**src/rtl/fifo_rd_arbiter_if.sv**
```systemverilog
`default_nettype none
// ============================================================================
// Module      : fifo_rd_arbiter_if
// Description : Consumer/FIFO-side signal bundle for the FIFO read-port
//               round-robin arbiter. The arbiter uses the slave modport and
//               its environment uses the master modport.
// Revision    : 1.0 - initial release
// ============================================================================
interface fifo_rd_arbiter_if #(
  parameter int N = 4
);
  logic [N-1:0] req;
  logic [N-1:0] lock;
  logic         fifo_empty;
  logic         rden;
  logic [N-1:0] gnt;
  logic [N-1:0] rd_valid;
  logic         busy;

  // Consumer / read-pointer-handler side
  modport master (
    output req, lock, fifo_empty,
    input  rden, gnt, rd_valid, busy
  );

  // Arbiter side
  modport slave (
    input  req, lock, fifo_empty,
    output rden, gnt, rd_valid, busy
  );
endinterface
`default_nettype wire

```
**src/rtl/fifo_rd_arbiter.sv**
```systemverilog
`default_nettype none
// ============================================================================
// Module      : fifo_rd_arbiter
// Description : Round-robin arbiter sharing the asynchronous FIFO's single
//               read port among N consumers in the read clock domain. Each
//               grant is bounded to BURST reads; a one-hot rd_valid strobe
//               marks the consumer owning the data one cycle after each read.
//               Optional macro RD_ARB_LOCK_EN lets the owner extend its grant
//               past a burst boundary with lock[owner].
// Revision    : 1.0 - initial release
// ============================================================================
module fifo_rd_arbiter #(
  parameter int N     = 4,
  parameter int BURST = 4,
  parameter int CW    = 4
) (
  input  wire               rdclk,
  input  wire               rdrst,
  fifo_rd_arbiter_if.slave  bus
);

  localparam int LW = (N > 1) ? $clog2(N) : 1;
  localparam logic [CW-1:0] c_beat_last = CW'(BURST - 1);
  localparam logic [LW-1:0] c_last_rst  = LW'(N - 1);

  typedef enum logic [0:0] {
    S_IDLE  = 1'b0,
    S_GRANT = 1'b1
  } state_t;

  state_t        r_state;
  state_t        w_next;
  logic [N-1:0]  r_gnt;
  logic [N-1:0]  r_rd_valid;
  logic [CW-1:0] r_beat;
  logic [LW-1:0] r_last;     // last winner; also the current owner while granted

  logic [LW-1:0] w_pick;
  logic          w_found;
  int            w_idx;
  logic          w_start;
  logic          w_rden;
  logic          w_last_beat;
  logic          w_hold;
  logic          w_release;
  logic          w_unused_lock;

  // Round-robin search: first requester strictly after the last winner, wrapping
  always_comb begin
    w_found = 1'b0;
    w_pick  = r_last;
    w_idx   = 0;
    for (int k = 1; k <= N; k++) begin
      w_idx = (int'(r_last) + k) % N;
      if (!w_found && bus.req[LW'(w_idx)]) begin
        w_found = 1'b1;
        w_pick  = LW'(w_idx);
      end
    end
  end

  // Next-state and read-enable decode
  always_comb begin
    w_next      = r_state;
    w_start     = 1'b0;
    w_rden      = 1'b0;
    w_last_beat = 1'b0;
    w_hold      = 1'b0;
    w_release   = 1'b0;
    case (r_state)
      S_IDLE: begin
        if (w_found && !bus.fifo_empty) begin
          w_start = 1'b1;
          w_next  = S_GRANT;
        end
      end
      S_GRANT: begin
        w_rden      = bus.req[r_last] & ~bus.fifo_empty;
        w_last_beat = w_rden && (r_beat == c_beat_last);
`ifdef RD_ARB_LOCK_EN
        w_hold      = w_last_beat & bus.lock[r_last];
`else
        w_hold      = 1'b0;
`endif
        // An empty FIFO with the owner still requesting is a stall, not a release
        w_release   = !bus.req[r_last] || (w_last_beat && !w_hold);
        if (w_release) begin
          w_next = S_IDLE;
        end
      end
      default: w_next = S_IDLE;
    endcase
  end

  // Lock is only consulted when the extension feature is built in
  assign w_unused_lock = ^bus.lock;

  // State, grant, beat counter and delayed data-valid registers
  always_ff @(posedge rdclk or posedge rdrst) begin
    if (rdrst) begin
      r_state    <= S_IDLE;
      r_gnt      <= '0;
      r_rd_valid <= '0;
      r_beat     <= '0;
      r_last     <= c_last_rst;
    end else begin
      r_state    <= w_next;
      // Read data appears one cycle after rden, so the strobe trails by one
      r_rd_valid <= w_rden ? r_gnt : '0;
      case (r_state)
        S_IDLE: begin
          if (w_start) begin
            r_gnt         <= '0;
            r_gnt[w_pick] <= 1'b1;
            r_last        <= w_pick;
            r_beat        <= '0;
          end
        end
        S_GRANT: begin
          if (w_release) begin
            r_gnt  <= '0;
            r_beat <= '0;
          end else if (w_rden) begin
            r_beat <= w_hold ? '0 : r_beat + 1'b1;
          end
        end
        default: begin
          r_gnt  <= '0;
          r_beat <= '0;
        end
      endcase
    end
  end

  assign bus.rden     = w_rden;
  assign bus.gnt      = r_gnt;
  assign bus.rd_valid = r_rd_valid;
  assign bus.busy     = (r_state == S_GRANT);

endmodule
`default_nettype wire

```
**src/flat_wrapper.sv**
```systemverilog
// flat-port wrapper written by rule: the top's interface ports become plain ports
module fifo_rd_arbiter_flat 
#(
  parameter int N     = 4,
  parameter int BURST = 4,
  parameter int CW    = 4
)
  (rdclk, rdrst, bus_req, bus_lock, bus_fifo_empty, bus_rden, bus_gnt, bus_rd_valid, bus_busy);
  fifo_rd_arbiter_if #(.N(N)) bus_i ();
  input  wire rdclk;
  input  wire rdrst;
  input wire logic [$bits(bus_i.req)-1:0] bus_req;
  input wire logic [$bits(bus_i.lock)-1:0] bus_lock;
  input wire logic [$bits(bus_i.fifo_empty)-1:0] bus_fifo_empty;
  output wire logic [$bits(bus_i.rden)-1:0] bus_rden;
  output wire logic [$bits(bus_i.gnt)-1:0] bus_gnt;
  output wire logic [$bits(bus_i.rd_valid)-1:0] bus_rd_valid;
  output wire logic [$bits(bus_i.busy)-1:0] bus_busy;
  assign bus_i.req = bus_req;
  assign bus_i.lock = bus_lock;
  assign bus_i.fifo_empty = bus_fifo_empty;
  assign bus_rden = bus_i.rden;
  assign bus_gnt = bus_i.gnt;
  assign bus_rd_valid = bus_i.rd_valid;
  assign bus_busy = bus_i.busy;
  fifo_rd_arbiter #(.N(N), .BURST(BURST), .CW(CW)) u_core (.rdclk(rdclk), .rdrst(rdrst), .bus(bus_i));
endmodule
```
**config.mk**
```make
export PLATFORM = sky130hd
export DESIGN_NAME = fifo_rd_arbiter_flat
export DESIGN_NICKNAME = d
export VERILOG_FILES = /design/src/rtl/fifo_rd_arbiter_if.sv /design/src/rtl/fifo_rd_arbiter.sv /design/src/flat_wrapper.sv
export SDC_FILE = /design/constraint.sdc
export NUM_CORES = 1
export LEC_CHECK = 0
export ABC_AREA = 1
export CAP_MARGIN = 20
export CORE_MARGIN = 2
export CORE_UTILIZATION = 43
export CTS_BUF_LIST = sky130_fd_sc_hd__clkbuf_4 sky130_fd_sc_hd__clkbuf_8
export DETAILED_ROUTE_END_ITERATION = 8
export PLACE_DENSITY = 0.7
export SETUP_SLACK_MARGIN = 0.3
export SYNTH_ARGS = -nofsm -noshare
export SYNTH_HDL_FRONTEND = slang
export SYNTH_SLANG_ARGS = --single-unit
```
**constraint.sdc**
```tcl
create_clock -name rdclk -period 4.7 [get_ports rdclk]
set_input_delay 0.705 -clock rdclk [delete_from_list [all_inputs] [get_ports rdclk]]
set_output_delay 0.705 -clock rdclk [all_outputs]
set_load 0.02 [all_outputs]
```
Word level (Yosys, flattened, before mapping):

Index checks and enable logic that the tools add are counted.

* $add $sub $neg: 5
* $mul: 0
* div/mod/pow operators: 0
* magnitude comparators: 7
* equal/unequal tests: 4
* shifts and indexed selects: 0
* muxes and demuxes: 38
* bitwise logic cells: 3
* reduce and logical (&&, ||, !) cells: 15

Operators with widths (count)
* 4-bit two-way mux: 6
* 1-bit two-way mux: 19
* 2-bit by 4-bit less-than comparator with 1-bit output (second input constant): 4
* 4-bit case mux with 2 select lines: 2
* 1-bit binary-select mux with 2-bit select: 5
* 2-bit two-way mux: 4
* 1-bit logical AND: 6
* 2-bit by 3-bit less-than comparator with 1-bit output (second input constant): 2
* 2-bit AND reduction: 3
* 1-bit logical NOT: 5
* 2-bit by 1-bit adder with 2-bit output (second input constant): 2
* 2-bit adder (second input constant): 2
* 4-bit by 1-bit adder with 4-bit output (second input constant): 1
* 4-bit by 2-bit equality test with 1-bit output (second input constant): 1
* 3-bit != test (second input constant): 1
* 1-bit demux with 2-bit select: 1
* 2-bit by 1-bit greater-or-equal comparator with 1-bit output (second input constant): 1
* 2-bit by 1-bit != test with 1-bit output (second input constant): 1
* 2-bit != test (second input constant): 1
* 1-bit NOT: 2
* 1-bit case mux with 2 select lines: 1
* 1-bit bitwise AND: 1
* 1-bit logical OR: 1

* register bits: 15
* latch bits: 0
* bits in writable memories: 0
* memory bits (read-only): 0
* input port bits: 11
* output and inout port bits: 10
* logic and storage cells: 77
* memories: 0

Depth between registers and ports, before layout:

* depth in word-level cells: 20
* mapped depth: 12
* depth with buffers taken out: 12

Worst setup path before layout:

OpenSTA, ideal clock, no wires.

* path kind: input port to output port
* start: in bus_req[2]
* end: out bus_rden
* data arrival time: 1.433 ns
* data required time: 3.995 ns
* path slack: 2.562 ns
* cell stages on the path: 6
* buffers on the path: 0
* path through: inv_1 > o21ai_0 > o21ai_2 > inv_1 > nand2_1 > nor2_1

* cells in the longest elaborated chain, start to end: 4

Ends and longest elaborated chain
* from (decl): line flat_wrapper.sv:12 `input wire logic [$bits(bus_i.req)-1:0] bus_req;`
* 1-bit binary-select mux with 2-bit select: line fifo_rd_arbiter.sv:78 `w_rden = bus.req[r_last] & ~bus.fifo_empty;`
* 1-bit two-way mux (implied by the code): line fifo_rd_arbiter.sv:78
* 1-bit bitwise AND: line fifo_rd_arbiter.sv:78
* 1-bit two-way mux: line fifo_rd_arbiter.sv:70 `case (r_state)`
* to (decl): line flat_wrapper.sv:15 `output wire logic [$bits(bus_i.rden)-1:0] bus_rden;`

No other way between the ends. The select of a mux whose other input is x is not followed.

Final worst setup path:

* start: in bus_req[1]
* end: out bus_rden

Same word-level chain as after synthesis.

==> flow_summary.json <==
{
  "status": "completed",
  "avgSynthCellArea_sq_um": 7.08,
  "slowest_delay_ps": 620,
  "fp.dieH_um": 53.9,
  "h-tree-depth": 1,
  "slew_viol_final": 0,
  "first_pass_iters": 4,
  "netlist_area_sq_mm": 0.00107,
  "setup_viol": 0,
  "postCtsSetupBuffers": 0,
  "drive_gt1_share_pct": 18.9,
  "areaGrowthSynthToFinish_pct": 18.9,
  "worst_slew_pin_slew_ps": 566,
  "hpwl_mm": 1.62,
  "gp_congestion": 0.829,
  "cp_common_cell": "nand2_1",
  "crit_type": "input pin to output pin",
  "period_share_pct": 67.0,
  "num-fill-cells": 234,
  "vias_per_cell": 4.75,
  "wl_per_cell_um": 10.3,
  "synth_seq_cells": 15,
  "io_buffer_count": 16,
  "cp_top_family": "buffers and inverters",
  "dpl_worst_slack_ps": 1550,
  "cp.arrival_ps": 2450,
  "cts_made_buffers": 3,
  "clkTransAtPathRegs_ps": 90,
  "antenna_left": 0,
  "slew_headroom_pct": 62.2,
  "grt_pass1_vias": 870,
  "grt_usage_pct": 17.3,
  "cts_hold_buf": 0,
  "num_vias": 945,
  "first_iter_violations": 16,
  "start_kind": "input pin",
  "cts_sinks": 15,
  "diodes": 0,
  "yosysWarnings": 0,
  "ys_types": 20,
  "critPathBufInv": 4,
  "clock_latency_ps": 290,
  "cp_cell_sequence": "clkdlybuf4s50_1 -> inv_1 -> nand2_1 -> nand2_1 -> nand2_1 -> o21ai_2 -> inv_1 -> nand2_1 -> nor2_1 -> clkdlybuf4s50_1",
  "core_sq_mm": 0.00241,
  "synth_cells": 151,
  "tns_ps": 0,
  "grt_max_degree": 16,
  "layout_setup_ws_ps": 1550,
  "drcViolationCount": 0,
  "cts.repair.resized": 0,
  "hold_class": "register to register",
  "p_leak_uw": 0.000674,
  "crit_fanout": 3,
  "syn-num-nets": 163,
  "gr-total-overflow": 0,
  "nNetsFinal": 182,
  "worst_path_max_delay_cell": "clkdlybuf4s50_1",
  "end_kind": "output pin",
  "clockBufferDepth": 2,
  "rows": 18,
  "peakVddDrop_mv": 0.402,
  "die_area_sq_mm": 0.00290,
  "max_freq_ghz": 0.317,
  "min_period_ps": 3150,
  "die_w_um": 53.9,
  "drt-total-wl_mm": 2.04,
  "maxCapViolCount": 0,
  "cts_tree": "built",
  "pin_count": 21,
  "rsz0062_at_grt": "no",
  "seq_area_frac_synth_pct": 35.3,
  "cp.required_ps": 3990,
  "start_util_pct": 44.4,
  "finalHoldViolCount": 0,
  "skew_ps": 3.89,
  "p_per_area_mw_per_mm2": 663,
  "root_buffer": "clkbuf_4",
  "antenna_found_initial": 0,
  "grt_pass1_wl_mm": 3.54
}
==> through the flow <==
stage	hold WS, ps	utilization [%]	power, uW	area, sq um	instances
after global placement	510	51.7	759	1240	195
after detailed placement	512	51.7	773	1240	195
after floorplan	486	-	666	1070	151
final	522	52.8	844	1270	199
after CTS	526	52.8	849	1270	199
after global routing	549	52.8	938	1270	199
==> report_power, final <==
part	internal [uW]	switching, uW
logic	195	358
clock network	31.7	42.6
registers	170	45.6
total	397	446
==> registers in the layout, indices dropped and copies added (netlist names) <==
register / cells
u_core.bus.gnt: 4
u_core.r_last: 2
u_core.bus.busy: 1
u_core.r_beat: 4
u_core.bus.rd_valid: 4
==> worst paths after layout <==
kind / endpoint / cells after the start / slack (ps) / startpoint
max reg2reg: u_core.bus.gnt[0]$_DFFE_PP0P_ / 11 / 2800 / u_core.r_last[0]$_DFFE_PP1P_
min: u_core.bus.rd_valid[3]$_DFF_PP0_ / 2 / 520 / u_core.bus.gnt[3]$_DFFE_PP0P_
max: bus_rden / 10 / 1550 / bus_req[1]
min in group asynchronous: u_core.bus.gnt[0]$_DFFE_PP0P_ / 2 / 760 / rdrst
min reg2reg: u_core.bus.rd_valid[3]$_DFF_PP0_ / 2 / 520 / u_core.bus.gnt[3]$_DFFE_PP0P_
max in group asynchronous: u_core.r_last[1]$_DFFE_PP1P_ / 2 / 3570 / rdrst
==> cell type report <==
class,instances,area [sq um],area share (%)
flip-flops and latches,15,378,29.7
well taps,30,37.5,2.95
repair buffers,16,160,12.6
clock inverters,1,5.00,0.393
inverters,20,75.1,5.90
multi-input cells,114,594,46.7
clock buffers,3,22.5,1.77
==> metal layers <==
metal	track usage [%]	part of all wire (%)	vias up
met5	0	0	-
met4	3.85	0.49	0
met3	6.67	4.2	2
met2	29.5	52	11
met1	20.3	44	427
li1	-	-	505
==> layout by cell type, fill, tap and decap left out, drive strengths merged <==
cell type	count
nand2	69
nand3	22
inv	20
clkdlybuf4s50	16
dfrtp	13
nor2	10
o21ai	8
clkbuf	3
nor3	2
dfstp	2
xor2	1
xnor2	1
ha	1
clkinv	1
==> kinds of logic (layout without fill, tap and decap cells) <==
| group | after synthesis | in the layout | synth area share (%) |
|---|---|---|---|
| compound gates | 8 | 8 | 4.80 |
| xor+xnor | 2 | 2 | 1.64 |
| fa+ha+maj | 1 | 1 | 1.17 |
| buf+inv | 22 | 40 | 9.12 |
| flops | 15 | 15 | 35.3 |
| simple gates | 103 | 103 | 48.0 |
==> synthesized netlist by cell type <==
| library cell | instances | share of area, % |
|---|---|---|
| nand2_1 | 54 | 19 |
| nand3_1 | 19 | 8.9 |
| inv_1 | 17 | 6.0 |
| dfrtp_1 | 13 | 30 |
| nand2_2 | 10 | 5.8 |
| nor2_1 | 8 | 2.8 |
| nand2_4 | 5 | 5.3 |
| inv_2 | 3 | 1.1 |
| nand3_2 | 3 | 2.8 |
| o21ai_0 | 3 | 1.4 |
| o21ai_2 | 3 | 2.5 |
| buf_6 | 2 | 2.1 |
| dfstp_2 | 2 | 4.9 |
| nor3_1 | 2 | 0.94 |
| o21ai_1 | 2 | 0.94 |
| ha_1 | 1 | 1.2 |
| nor2_2 | 1 | 0.59 |
| nor2_8 | 1 | 1.9 |
| xnor2_1 | 1 | 0.82 |
| xor2_1 | 1 | 0.82 |
==> worst reg2reg max path, delay by kind of cell, from the launching register on <==
kind                   cells  cell delay, ps
and+or+nand+nor           10             980
DFF                        1             700
buffers and inverters      1             150
(Power assumes the default switching activity.)
